## config.mk

```make
export PLATFORM = sky130hd
export DESIGN_NAME = universal_shift
export DESIGN_NICKNAME = d
export VERILOG_FILES = /design/src/rtl/universal_shift.sv
export SDC_FILE = /design/constraint.sdc
export NUM_CORES = 1
export LEC_CHECK = 0
export ABC_CLOCK_PERIOD_IN_PS = 1590
export CORE_UTILIZATION = 25
export CTS_BUF_LIST = sky130_fd_sc_hd__clkbuf_8 sky130_fd_sc_hd__clkbuf_16
export DETAILED_ROUTE_END_ITERATION = 12
export GPL_TIMING_DRIVEN = 0
export PLACE_DENSITY_LB_ADDON = 0.08
export SLEW_MARGIN = 20
export SYNTH_ARGS = -nofsm -noshare
export SYNTH_HDL_FRONTEND = slang
export SYNTH_SLANG_ARGS = --single-unit
export TNS_END_PERCENT = 5
```

## constraint.sdc

```tcl
create_clock -name clk -period 1.59 [get_ports clk]
set_input_delay 0.318 -clock clk [delete_from_list [all_inputs] [get_ports clk]]
set_output_delay 0.318 -clock clk [all_outputs]
set_load 0.02 [all_outputs]
```

## src/rtl/universal_shift.sv

```systemverilog
// Universal shift register: parallel load, single-step shifts and counted bursts
// of shl/shr/rotl/rotr, with a one-cycle done pulse at the end of each burst.
module universal_shift #(
    parameter int unsigned WIDTH = 8,
    parameter int unsigned CNT_W = 4
) (
    input  logic             clk,
    input  logic             rst,
    input  logic             load,
    input  logic [WIDTH-1:0] din,
    input  logic [1:0]       mode,
    input  logic             sin,
    input  logic             en,
    input  logic             start,
    input  logic [CNT_W-1:0] count,
    output logic [WIDTH-1:0] out,
    output logic             sout,
    output logic             busy,
    output logic             done
);

    typedef enum logic {StIdle, StShift} state_e;

    state_e           state_q, state_d;
    logic [WIDTH-1:0] out_q, out_d;
    logic             sout_q, sout_d;
    logic             done_q, done_d;
    logic [1:0]       mode_q, mode_d;
    logic [CNT_W-1:0] cnt_q, cnt_d;

    logic [1:0]       sh_mode;
    logic [WIDTH-1:0] shifted;
    logic             shift_bit;
    logic             pulse;

    // A running burst uses its latched mode; idle single steps use the live mode.
    assign sh_mode = (state_q == StShift) ? mode_q : mode;

    always_comb begin
        shifted   = out_q;
        shift_bit = 1'b0;
        unique case (sh_mode)
            2'b00: begin
                shifted   = {out_q[WIDTH-2:0], sin};
                shift_bit = out_q[WIDTH-1];
            end
            2'b01: begin
                shifted   = {sin, out_q[WIDTH-1:1]};
                shift_bit = out_q[0];
            end
            2'b10: begin
                shifted   = {out_q[WIDTH-2:0], out_q[WIDTH-1]};
                shift_bit = out_q[WIDTH-1];
            end
            2'b11: begin
                shifted   = {out_q[0], out_q[WIDTH-1:1]};
                shift_bit = out_q[0];
            end
            default: begin
                shifted   = out_q;
                shift_bit = 1'b0;
            end
        endcase
    end

    always_comb begin
        state_d = state_q;
        out_d   = out_q;
        sout_d  = sout_q;
        mode_d  = mode_q;
        cnt_d   = cnt_q;
        pulse   = 1'b0;
        unique case (state_q)
            StIdle: begin
                if (load) begin
                    out_d = din;
                end else if (start) begin
                    if (count == '0) begin
                        pulse = 1'b1;
                    end else begin
                        state_d = StShift;
                        cnt_d   = count;
                        mode_d  = mode;
                    end
                end else if (en) begin
                    out_d  = shifted;
                    sout_d = shift_bit;
                end
            end
            StShift: begin
                if (load) begin
                    out_d   = din;
                    state_d = StIdle;
                    cnt_d   = '0;
                end else begin
                    out_d  = shifted;
                    sout_d = shift_bit;
                    cnt_d  = cnt_q - CNT_W'(1);
                    if (cnt_q == CNT_W'(1)) begin
                        state_d = StIdle;
                        pulse   = 1'b1;
                    end
                end
            end
            default: begin
                state_d = StIdle;
            end
        endcase
        // A zero-length start right after a burst end would otherwise stretch done.
        done_d = pulse & ~done_q;
    end

    always_ff @(posedge clk or negedge rst) begin
        if (!rst) begin
            state_q <= StIdle;
            out_q   <= '0;
            sout_q  <= 1'b0;
            done_q  <= 1'b0;
            mode_q  <= 2'b00;
            cnt_q   <= '0;
        end else begin
            state_q <= state_d;
            out_q   <= out_d;
            sout_q  <= sout_d;
            done_q  <= done_d;
            mode_q  <= mode_d;
            cnt_q   <= cnt_d;
        end
    end

    assign out  = out_q;
    assign sout = sout_q;
    assign busy = (state_q == StShift);
    assign done = done_q;

endmodule

```

==> results.md <==
- Power consumption: 1.400 mW
- Clock transition at the registers of the reported paths: 0.07 ns
- Count of buffer and inverter cells on the critical path: 1
- Final standard cell count with taps included and fillers excluded: 187
- Layout net count: 162
- Worst path arrival time: 1.21 ns
- Flops & latches, synth: 17
- Setup CP Type: flip-flop to output port
- Number of enable-type register cells in the synthesized netlist: 0
- Summed instance area of the synthesized netlist: 1016 um^2
- Internal power: 0.9167 mW
- CTS Buf Count: 3
- Static leakage: 0.6414 nW
- Number of cells on the critical path: 1
- Layout-stage area growth over the synthesis result: 40.02%
- Crit-path cells: clkdlybuf4s50_1
- Chip width: 65.75 um
- Worst stage delay on the critical path: 0.60 ns
- Gate power share: 34.2%
- Source-to-sink clock delay at the later pin of the worst-skew pair: 0.25 ns
- Hold slack: 0.4315 ns
- Deepest level of the CTS H-tree: 1
- Final setup skew: 0.004587 ns
- Synth Area in Compound Gates: 19.09%
- Chip height: 65.75 um
- Root buf cell: clkbuf_8
- Max-capacitance violation count: 0
- Achievable Freq: 653.7 MHz
- Max VDD drop: 0.2947 mV
- Depth of the worst register-to-register path: 3
- Area of the multi-input gates: 559.3 um^2
- Post-detailed-placement half-perimeter wirelength: 1932 um
- Maximum number of pins on one net before global-route repair: 18
- Diode insertion count for antenna repair: 0
- Part of the power in the clock network: 23.4%
- Sequential area share after synthesis: 41.87%
- Class of the tightest hold or removal check: input port to flip-flop
- Cells after Synth: 105
- Transition at the pin with the smallest max-transition slack: 0.8149 ns
- Commonest cells after routing, fill and taps aside: nand2_1, dfrtp_1, clkdlybuf4s50_1
- Basic-gate share of the synthesized area counting and, or, nand and nor cells: 18.35%
- Non-Filler Cell Area, Final: 1423 um^2
- Area of the core region: 3771 um^2
- Total congestion overflow: 0
- TNS Setup: 0 ns
- Crit Path Max Fanout: 2
- Number of antenna violations at the first check in global routing: 0
- Switching power share of the total: 34.52%
- Proportion of layout cells with a drive suffix above 1: 10.79%
- Final routed wirelength across all metal layers: 2626 um
- Total Die Area: 4323 um^2
- P_sw: 0.4832 mW
- Filler instances: 402
- Final antenna-violating net count: 0
- Max_slew headroom: 45.51%
- Wire length per cell after detailed routing: 14.04 um
- Cell family with most CP delay: buffers and inverters
- Ratio of final minimum period to clock period: 96.22%
- Run status: completed
- Total power per unit cell area: 984.1 nW/um^2
- Element type at the critical path start: flip-flop
- TritonCTS clock tree: built
- Required time worst endpoint: 1.27 ns
- Post-synthesis async set-or-reset flop share: 100.0%
- Footprint of the flip-flops and latches: 425.4 um^2
- Initial standard-cell utilization of the core: 26.94%
- IO Count: 31
- Average size of a mapped cell: 9.676 um^2
- Via/cell ratio: 4.904
- Number of distinct library cell variants in the gate-level netlist after synthesis: 33
- Worst Hold Depth: 3
- Top FF cell, synth: dfrtp_1
- Setup Viol. Count Final: 0
- # hold bufs at CTS: 0
- CTS max path bufs: 2
- Iteration-0 DRC Markers: 67
- Critical path capture point type: output port
- CP max-delay cell: clkdlybuf4s50_1
- Via Count: 917
- Net Count, Synth: 127
- RD Place Congestion: 0.7945
- Clk sinks: 17
- Number of placed instances with taps included: 183
- Area share of fa/ha/maj cells after synthesis: 2.463%
- Number of search-and-repair iterations in the first detailed-routing pass: 4
- Final max-slew violation count: 0
- DR DRC count: 0
- Post-synthesis mux area share: 13.05%
- Global routing usage summed across all routing layers: 13.80%
- Final hold violation count: 0
- Xor/xnor share of the synthesized area: 1.724%
- Dpl cell area: 1376 um^2
- Wire length of the first global-routing pass: 4498 um
- Commonest non-fill, non-tap cell in the layout: nand2_1
- Unrepaired setup endpoints after global routing: true
- Register share of total power: 42.5%
- Minimum clock period after layout: 1.530 ns
- IO buf count: 30
- Yosys warning total: 0
- Vias in the first global route: 942
- Main combinational cell family by area after synthesis: compound AO/OA/AOI/OAI gates
- Placement Rows: 22
[logic make-up after synthesis]
kind of cell             Yosys count
buffers and inverters              7
adder cells (fa/ha/maj)            2
XOR/XNOR                           2
flip-flops                        17
multiplexers                      11
AO/OA/AOI/OAI                     29
AND/OR/NAND/NOR                   37
[synth_stat cells, drive strengths merged (3+ instances only)]
cell type | n | share of area (%)
a21oi | 7 | 3.4
dfrtp | 17 | 42
inv | 3 | 1.1
mux2i | 9 | 10
nand2 | 19 | 7.8
nor2 | 6 | 2.5
nor2b | 4 | 2.5
o21ai | 5 | 2.5
o221ai | 6 | 5.2
o22ai | 3 | 1.8
or4 | 3 | 2.6
[path summary, 6_finish.rpt]
path | start | to | slack [ns]
max | done | done | 0.06
min | count[2] | cnt_q[2] | 0.43
max reg2reg | busy | out[5] | 0.13
min reg2reg | done | done | 0.45
max in group asynchronous | rst | out[7] | 0.55
min in group asynchronous | rst | cnt_q[3] | 0.53
[registers in the layout, summed over array words and instances, names as in the netlist]
signal and cells:
busy 1, cnt_q 4, mode_q 2, out 8, done 1, sout 1
[routing by layer]
layer | vias up | track usage, % | wire length, um
li1 | 454 | - | -
met1 | 440 | 18.10 | 1289
met2 | 21 | 21.68 | 1161
met3 | 2 | 3.472 | 150
met4 | 0 | 4.891 | 24
met5 | - | 0 | 0
[area by class of cell]
cell class,count,share of cell area [%]
Buffer,4,1.847
Clock buffer,3,2.902
Clock inverter,1,0.2639
Inverter,3,0.7916
Multi-Input combinational cell,81,39.31
Sequential cell,17,29.90
Tap cell,48,4.222
Timing Repair Buffer,30,20.76
[power by group through the flow]
| stage | combinational (mW) | clock [mW] | sequential [mW] |
|---|---|---|---|
| after floorplan | 0.263 | 0 | 0.632 |
| after global placement | 0.498 | 0 | 0.605 |
| after detailed placement | 0.502 | 0 | 0.604 |
| after CTS | 0.485 | 0.337 | 0.595 |
| after global routing | 0.533 | 0.352 | 0.606 |
| final | 0.478 | 0.327 | 0.595 |
[worst reg2reg max path, delay by kind of cell (launching register included)]
family / cells / cell delay, ns
compound gates: 1 / 0.12
flops: 1 / 0.46
mux: 2 / 0.74
[timing repair]
item	4_1_cts	5_1_grt
pin swaps	1	1
gates resized for setup	12	6
endpoints found under the setup margin	19	9
setup buffers	0	0
cloned	0	0
[metrics by stage]
stage | worst slack (ns) | utilization [%]
2_1_floorplan | 0.1404 | -
3_3_place_gp | -0.5397 | 36.50
3_5_place_dp | -0.5490 | 36.50
4_1_cts | 0.002044 | 37.49
5_1_grt | -0.01168 | 37.72
6_report | 0.06013 | 37.72
No activity file was read; power rests on OpenSTA's default activity.
